## src/rtl/pico_resp_encoder_if.sv

```systemverilog
// Pico memory port plus L1.5 return channel seen by the response encoder.
// slave = encoder side; master = the pico core / L1.5 side that drives requests and returns.
interface pico_resp_encoder_if;
    logic        pico_mem_valid;
    logic [31:0] pico_mem_addr;
    logic [3:0]  pico_mem_wstrb;
    logic        l15_picodecoder_ack;
    logic        l15_picoencoder_val;
    logic [3:0]  l15_picoencoder_returntype;
    logic [63:0] l15_picoencoder_data_0;
    logic [63:0] l15_picoencoder_data_1;
    logic        picoencoder_l15_req_ack;
    logic        pico_mem_ready;
    logic [31:0] pico_mem_rdata;
    logic        pico_int;
    logic        resp_timeout;
    logic        spurious_resp;

    modport slave (
        input  pico_mem_valid, pico_mem_addr, pico_mem_wstrb, l15_picodecoder_ack,
        input  l15_picoencoder_val, l15_picoencoder_returntype,
        input  l15_picoencoder_data_0, l15_picoencoder_data_1,
        output picoencoder_l15_req_ack, pico_mem_ready, pico_mem_rdata,
        output pico_int, resp_timeout, spurious_resp
    );

    modport master (
        output pico_mem_valid, pico_mem_addr, pico_mem_wstrb, l15_picodecoder_ack,
        output l15_picoencoder_val, l15_picoencoder_returntype,
        output l15_picoencoder_data_0, l15_picoencoder_data_1,
        input  picoencoder_l15_req_ack, pico_mem_ready, pico_mem_rdata,
        input  pico_int, resp_timeout, spurious_resp
    );
endinterface

```

## src/rtl/pico_resp_encoder.sv

```systemverilog
// Matches L1.5 returns to the single outstanding pico request and drives ready/rdata one cycle after the return.
// Never backpressures L1.5: every return is acked combinationally in the cycle it is valid.
module pico_resp_encoder #(
    parameter int TIMEOUT_W = 16
) (
    input  logic                 clk,
    input  logic                 rst_n,
    pico_resp_encoder_if.slave   bus
);
    localparam logic [3:0] LOAD_RET   = 4'b0000;
    localparam logic [3:0] ST_ACK     = 4'b0100;
    localparam logic [3:0] INT_RET    = 4'b0111;
    localparam logic [3:0] ATOMIC_RES = 4'b1110;

    typedef enum logic [1:0] {
        IDLE      = 2'd0,
        WAIT_RESP = 2'd1,
        RESP      = 2'd2
    } state_t;

    state_t               state, state_next;
    logic [1:0]           sel_q;
    logic                 req_is_store;
    logic [TIMEOUT_W-1:0] wdog_cnt;
    logic [31:0]          rdata_q;
    logic                 int_q;
    logic                 timeout_q;
    logic                 spurious_q;

    logic        req_accept;
    logic        is_cmpl;
    logic [1:0]  sel_eff;
    logic [31:0] word;
    logic [31:0] word_le;
    logic        unused_bits;

    assign req_accept = bus.l15_picodecoder_ack & bus.pico_mem_valid;
    assign is_cmpl    = bus.l15_picoencoder_val &
                        ((bus.l15_picoencoder_returntype == LOAD_RET) ||
                         (bus.l15_picoencoder_returntype == ST_ACK)   ||
                         (bus.l15_picoencoder_returntype == ATOMIC_RES));

    // In IDLE only a same-cycle bypass can complete, so the live address picks the word.
    assign sel_eff = (state == IDLE) ? bus.pico_mem_addr[3:2] : sel_q;

    always_comb begin
        word = 32'h0;
        case (sel_eff)
            2'b00: word = bus.l15_picoencoder_data_0[63:32];
            2'b01: word = bus.l15_picoencoder_data_0[31:0];
            2'b10: word = bus.l15_picoencoder_data_1[63:32];
            2'b11: word = bus.l15_picoencoder_data_1[31:0];
            default: word = 32'h0;
        endcase
    end

    assign word_le = {word[7:0], word[15:8], word[23:16], word[31:24]};

    always_comb begin
        state_next = state;
        case (state)
            IDLE: begin
                if (req_accept)
                    state_next = is_cmpl ? RESP : WAIT_RESP;
            end
            WAIT_RESP: begin
                if (is_cmpl)
                    state_next = RESP;
            end
            RESP:    state_next = IDLE;
            default: state_next = IDLE;
        endcase
    end

    always_ff @(posedge clk) begin
        if (!rst_n) begin
            state        <= IDLE;
            sel_q        <= 2'b00;
            req_is_store <= 1'b0;
            wdog_cnt     <= '0;
            rdata_q      <= 32'h0;
            int_q        <= 1'b0;
            timeout_q    <= 1'b0;
            spurious_q   <= 1'b0;
        end else begin
            state <= state_next;
            int_q <= bus.l15_picoencoder_val &&
                     (bus.l15_picoencoder_returntype == INT_RET);

            if (state == IDLE && req_accept) begin
                sel_q        <= bus.pico_mem_addr[3:2];
                req_is_store <= (bus.pico_mem_wstrb != 4'b0000);
            end

            if (state_next == RESP)
                rdata_q <= (bus.l15_picoencoder_returntype == ST_ACK) ? 32'h0 : word_le;
            else
                rdata_q <= 32'h0;

            if (state == IDLE && is_cmpl && !req_accept)
                spurious_q <= 1'b1;

            // Counter saturates at all-ones; the flag is raised on the edge it gets there.
            if (state != WAIT_RESP && state_next == WAIT_RESP) begin
                wdog_cnt <= '0;
            end else if (state == WAIT_RESP && state_next == WAIT_RESP) begin
                if (wdog_cnt != {TIMEOUT_W{1'b1}})
                    wdog_cnt <= wdog_cnt + 1'b1;
                if (wdog_cnt >= {{(TIMEOUT_W-1){1'b1}}, 1'b0})
                    timeout_q <= 1'b1;
            end
        end
    end

    // Request kind is captured for visibility only; completion deliberately ignores it.
    assign unused_bits = ^{bus.pico_mem_addr[31:4], bus.pico_mem_addr[1:0], req_is_store};

    assign bus.picoencoder_l15_req_ack = bus.l15_picoencoder_val;
    assign bus.pico_mem_ready          = (state == RESP);
    assign bus.pico_mem_rdata          = rdata_q;
    assign bus.pico_int                = int_q;
    assign bus.resp_timeout            = timeout_q;
    assign bus.spurious_resp           = spurious_q;
endmodule

```

## src/flat_wrapper.sv

```systemverilog
// flat-port wrapper written by rule: the top's interface ports become plain ports
module pico_resp_encoder_flat 
#(
    parameter int TIMEOUT_W = 16
)
  (clk, rst_n, bus_pico_mem_valid, bus_pico_mem_addr, bus_pico_mem_wstrb, bus_l15_picodecoder_ack, bus_l15_picoencoder_val, bus_l15_picoencoder_returntype, bus_l15_picoencoder_data_0, bus_l15_picoencoder_data_1, bus_picoencoder_l15_req_ack, bus_pico_mem_ready, bus_pico_mem_rdata, bus_pico_int, bus_resp_timeout, bus_spurious_resp);
  pico_resp_encoder_if bus_i ();
  input  logic clk;
  input  logic rst_n;
  input wire logic [$bits(bus_i.pico_mem_valid)-1:0] bus_pico_mem_valid;
  input wire logic [$bits(bus_i.pico_mem_addr)-1:0] bus_pico_mem_addr;
  input wire logic [$bits(bus_i.pico_mem_wstrb)-1:0] bus_pico_mem_wstrb;
  input wire logic [$bits(bus_i.l15_picodecoder_ack)-1:0] bus_l15_picodecoder_ack;
  input wire logic [$bits(bus_i.l15_picoencoder_val)-1:0] bus_l15_picoencoder_val;
  input wire logic [$bits(bus_i.l15_picoencoder_returntype)-1:0] bus_l15_picoencoder_returntype;
  input wire logic [$bits(bus_i.l15_picoencoder_data_0)-1:0] bus_l15_picoencoder_data_0;
  input wire logic [$bits(bus_i.l15_picoencoder_data_1)-1:0] bus_l15_picoencoder_data_1;
  output wire logic [$bits(bus_i.picoencoder_l15_req_ack)-1:0] bus_picoencoder_l15_req_ack;
  output wire logic [$bits(bus_i.pico_mem_ready)-1:0] bus_pico_mem_ready;
  output wire logic [$bits(bus_i.pico_mem_rdata)-1:0] bus_pico_mem_rdata;
  output wire logic [$bits(bus_i.pico_int)-1:0] bus_pico_int;
  output wire logic [$bits(bus_i.resp_timeout)-1:0] bus_resp_timeout;
  output wire logic [$bits(bus_i.spurious_resp)-1:0] bus_spurious_resp;
  assign bus_i.pico_mem_valid = bus_pico_mem_valid;
  assign bus_i.pico_mem_addr = bus_pico_mem_addr;
  assign bus_i.pico_mem_wstrb = bus_pico_mem_wstrb;
  assign bus_i.l15_picodecoder_ack = bus_l15_picodecoder_ack;
  assign bus_i.l15_picoencoder_val = bus_l15_picoencoder_val;
  assign bus_i.l15_picoencoder_returntype = bus_l15_picoencoder_returntype;
  assign bus_i.l15_picoencoder_data_0 = bus_l15_picoencoder_data_0;
  assign bus_i.l15_picoencoder_data_1 = bus_l15_picoencoder_data_1;
  assign bus_picoencoder_l15_req_ack = bus_i.picoencoder_l15_req_ack;
  assign bus_pico_mem_ready = bus_i.pico_mem_ready;
  assign bus_pico_mem_rdata = bus_i.pico_mem_rdata;
  assign bus_pico_int = bus_i.pico_int;
  assign bus_resp_timeout = bus_i.resp_timeout;
  assign bus_spurious_resp = bus_i.spurious_resp;
  pico_resp_encoder #(.TIMEOUT_W(TIMEOUT_W)) u_core (.clk(clk), .rst_n(rst_n), .bus(bus_i));
endmodule
```

## config.mk

```make
export PLATFORM = sky130hd
export DESIGN_NAME = pico_resp_encoder_flat
export DESIGN_NICKNAME = d
export VERILOG_FILES = /design/src/rtl/pico_resp_encoder_if.sv /design/src/rtl/pico_resp_encoder.sv /design/src/flat_wrapper.sv
export SDC_FILE = /design/constraint.sdc
export NUM_CORES = 1
export LEC_CHECK = 0
export CORE_UTILIZATION = 35
export DETAILED_ROUTE_END_ITERATION = 10
export PLACE_DENSITY = 0.8
export SETUP_SLACK_MARGIN = 0.2
export SLEW_MARGIN = 20
export SYNTH_ARGS = -nofsm -noshare
export SYNTH_HDL_FRONTEND = slang
export SYNTH_SLANG_ARGS = --single-unit
```

## constraint.sdc

```tcl
create_clock -name clk -period 2.3 [get_ports clk]
set_clock_uncertainty 0.2 [all_clocks]
set_input_delay 0.46 -clock clk [delete_from_list [all_inputs] [get_ports clk]]
set_output_delay 0.46 -clock clk [all_outputs]
set_load 0.03 [all_outputs]
```

==> results of run 1 <==
-- synthesized netlist by cell type (4+ instances only) --
master,number
buf_4,4
o31ai_1,12
and2_1,34
nand3_1,5
mux4_2,30
and4_1,4
mux2i_1,4
buf_2,7
or4_1,12
nand2_1,6
dfxtp_1,55
a21oi_1,16
buf_6,4
nor2b_1,4
nand4_1,10
-- cells by family (layout without fill, tap and decap cells) --
logic type | Yosys count | count (layout) | share of synthesized area, %
compound gates | 39 | 39 | 8.418
fa+ha+maj | 2 | 2 | 0.8459
buf+inv | 22 | 214 | 4.653
flops | 55 | 55 | 37.23
mux | 37 | 37 | 26.73
simple gates | 97 | 97 | 22.12
-- per-layer routing --
metal  vias up  track usage, %  part of all wire (%)
met3        22           4.531                   5.3
met1      1416           22.28                    35
li1       1366               -                     -
met5         -               0                     0
met2       113           38.56                    56
met4         0           8.462                   3.2
-- cell type report --
type                       count  area [µm²]  area share [%]
inverter                       3       11.26          0.2120
sequential                    55        1106           20.82
multi-input combinational    175        1794           33.78
clock inverter                 1       30.03          0.5654
tap                          105       131.4           2.474
timing repair buffer         204        2166           40.78
clock buffer                   6       72.57           1.366
-- worst max-delay path, cell delays in order, from the launching register on --
cell       delay [ns]
dfxtp_4          0.37
nor2_4           0.15
mux2i_4          0.29
buf_12           0.16
clkbuf_16        0.15
mux4_2           0.50
and2_4           0.16
-- power groups by stage --
stage / sequential, mW / clock, mW / combinational, mW
CTS: 0.970 / 0.632 / 0.577
finish: 0.970 / 0.627 / 0.624
global route: 0.971 / 0.675 / 0.660
global placement: 0.991 / 0 / 0.540
floorplan: 1.00 / 0 / 0.237
detailed placement: 0.991 / 0 / 0.551
-- registers in the layout (all words and copies together) (netlist names) --
register and count:
u_core.bus.pico_int 1, u_core.bus.pico_mem_rdata 32, u_core.bus.resp_timeout 1, u_core.bus.spurious_resp 1, u_core.sel_q 2, u_core.state 2
u_core.wdog_cnt 16
-- timing repair --
item | 4_1_cts | 5_1_grt
pin swaps | 1 | 32
resized for setup | 8 | 36
gates cloned | 1 | 6
setup endpoints to repair | 45 | 43
buffers inserted | 2 | 2
-- worst max-delay path by stage --
stage	from	endpoint	slack (ns)	cells after the start
floorplan	u_core.state[0]	u_core.bus.pico_mem_rdata[0]	0.31	5
global placement	bus_l15_picoencoder_returntype[1]	u_core.bus.resp_timeout	-0.11	6
detailed placement	bus_l15_picoencoder_returntype[1]	u_core.bus.resp_timeout	-0.15	6
CTS	u_core.state[1]	u_core.bus.pico_mem_rdata[7]	0.18	6
global route	u_core.state[0]	u_core.bus.pico_mem_rdata[5]	0.16	6
finish	u_core.state[0]	u_core.bus.pico_mem_rdata[30]	0.23	6
-- metrics by stage --
| stage | hold WS (ns) | power, mW | utilization, % | setup slack [ns] |
|---|---|---|---|---|
| after floorplan | 0.2605 | 1.238 | - | 0.3109 |
| after global placement | 0.2622 | 1.531 | 59.75 | -0.1120 |
| after detailed placement | 0.2670 | 1.542 | 59.75 | -0.1543 |
| after CTS | 0.2950 | 2.179 | 61.85 | 0.1837 |
| after global routing | 0.3102 | 2.306 | 64.64 | 0.1643 |
| final | 0.2911 | 2.220 | 64.64 | 0.2285 |
==> results.yml, run 1 <==
run_status:
  outcome: "finished clean"
final_layout:
  layout_commonest_cell: "clkdlybuf4s50_1"
  stdcell_area_mm2: 0.005311
  filler_cell_count: 586
  leading_cell_types_in_the_layout_fill_and_taps_excluded: "166 x clkdlybuf4s50_1, 53 x dfxtp_1, 32 x mux4_2"
  synthToLayoutAreaGrowth_pct: 79.57
  final_cell_count_no_fill: 549
  layout-drive-gt1-share_pct: 23.65
  number_of_nets_in_the_finished_design: 619
  insertedDiodeCount: 0
drt:
  via_count: 2917
  ant_nets: 0
  via_per_inst: 5.313
  routed_wire_length_per_instance_um: 18.11
  postRouteWirelength_um: 9942
  drt_iter0_drc: 130
  drc_violation_count_after_routing: 0
  drt_pass1_iterations: 4
yosys:
  synth-edff-count: 0
  sequential_to_total_area_share_from_yosys_stat_pct: 37.23
  ys_types: 45
  post_synthesis_net_count: 427
  synthTopCellsByArea: "dfxtp_1 37%, mux4_2 23%, and2_1 7.2%"
  yosys_most_used_dff: "dfxtp_1"
  asyncSetResetFlopFracSynth_pct: 0
  synthCells: 252
  synth_top_area_share_pct: 37.23
  ys_ff_latch: 55
  synthesis.area_mm2: 0.002958
  syn-mean-instance-area_um2: 11.74
  ys_warn_count: 0
  synth_area_leader_cell: "dfxtp_1"
setup_path:
  regToRegEndpoint: "u_core.bus.pico_mem_rdata[30]"
  reg2reg_depth: 6
  regToRegSetupSlack_ns: 0.23
  crit-reg2reg-launch: "u_core.state[0]"
  cp-end-kind: "flip-flop"
  worst-endpoint-arrival_ns: 2.08
  worst-setup-path-type: "flip-flop to flip-flop"
  crit_path_max_fanout: 5
  worst_ep_required_time_ns: 2.31
  timing.critical_path.from_type: "flip-flop"
sta:
  rsz0062_at_grt: "yes"
  final_setup_viols: 0
  finalHoldViolCount: 0
  slew_margin_rel_pct: 72.12
  final_min_period_over_clock_period_pct: 90.06
  setup_total_negative_slack_ns: 0
  timing_worst_slew_pin_value_ns: 0.4168
  achievable-frequency_mhz: 482.7
  final-max-slew-violation-count: 0
  finalCriticalPeriod_ns: 2.071
cts:
  worstSkewPairLatency_ns: 0.30
  cts_buffer_depth: 2
  tritoncts: "yes"
  root_buffer_selected_by_cts: "clkbuf_8"
  cts.sinks: 55
  number_of_h_tree_levels: 2
  cts_hold_repair.buffers: 0
  worst_setup_hold_path_clk_slew_ns: 0.10
  number_of_buffers_inserted_during_clock_tree_synthesis: 5
power_and_ir_drop:
  internal_power_mw: 1.720
  power.combinational.fraction_pct: 28.1
  clkPwrFrac_pct: 28.2
  sequential_group_share_of_total_power_pct: 43.7
  power_density_mw_per_mm2: 418.0
  sw_frac_of_total_pct: 22.54
  power.net_switching_uw: 500.3
  total_leakage_power_nw: 1.939
  vdd_ir_drop_max_v: 0.0003210
placed_design:
  area_after_detailed_placement_mm2: 0.004910
  dp.cells: 531
  post-dp-hpwl_um: 7185
  io_buffers: 175
  gp_routability_congestion: 0.7959
global_route:
  grt_antenna_before_repair: 0
  number_of_global_route_vias_before_repair: 2904
  grtUsageTotal_pct: 20.65
  grt_first_pass_wirelength_um: 13920
  maximum_number_of_pins_on_one_net_before_global_route_repair: 33
  overflow: 0
floorplanning:
  design.die.area_mm2: 0.008823
  placeableCoreArea_mm2: 0.008217
  placement_rows: 33
  initial_core_util_pct: 36.00
  die_height_um: 93.93
  io_pins: 210
  die_width_um: 93.93
min_path:
  min_path_cells: 1
  hold_path_end: "u_core.bus.resp_timeout"
  hold_path.class: "flip-flop to flip-flop"
  worstHoldStart: "u_core.bus.resp_timeout"
flow_run:
  max_cap_viols: 0
(Power assumes the default switching activity.)
==> run 2: changes to the inputs <==
--- a/config.mk
+++ b/config.mk
@@ -6,6 +6,7 @@
 export NUM_CORES = 1
 export LEC_CHECK = 0
 export CORE_UTILIZATION = 35
+export CTS_CLUSTER_DIAMETER = 50
 export DETAILED_ROUTE_END_ITERATION = 10
 export PLACE_DENSITY = 0.8
 export SETUP_SLACK_MARGIN = 0.2
==> results of run 2 <==
No change in the layout: final DEF, timing and power equal those of run 1.
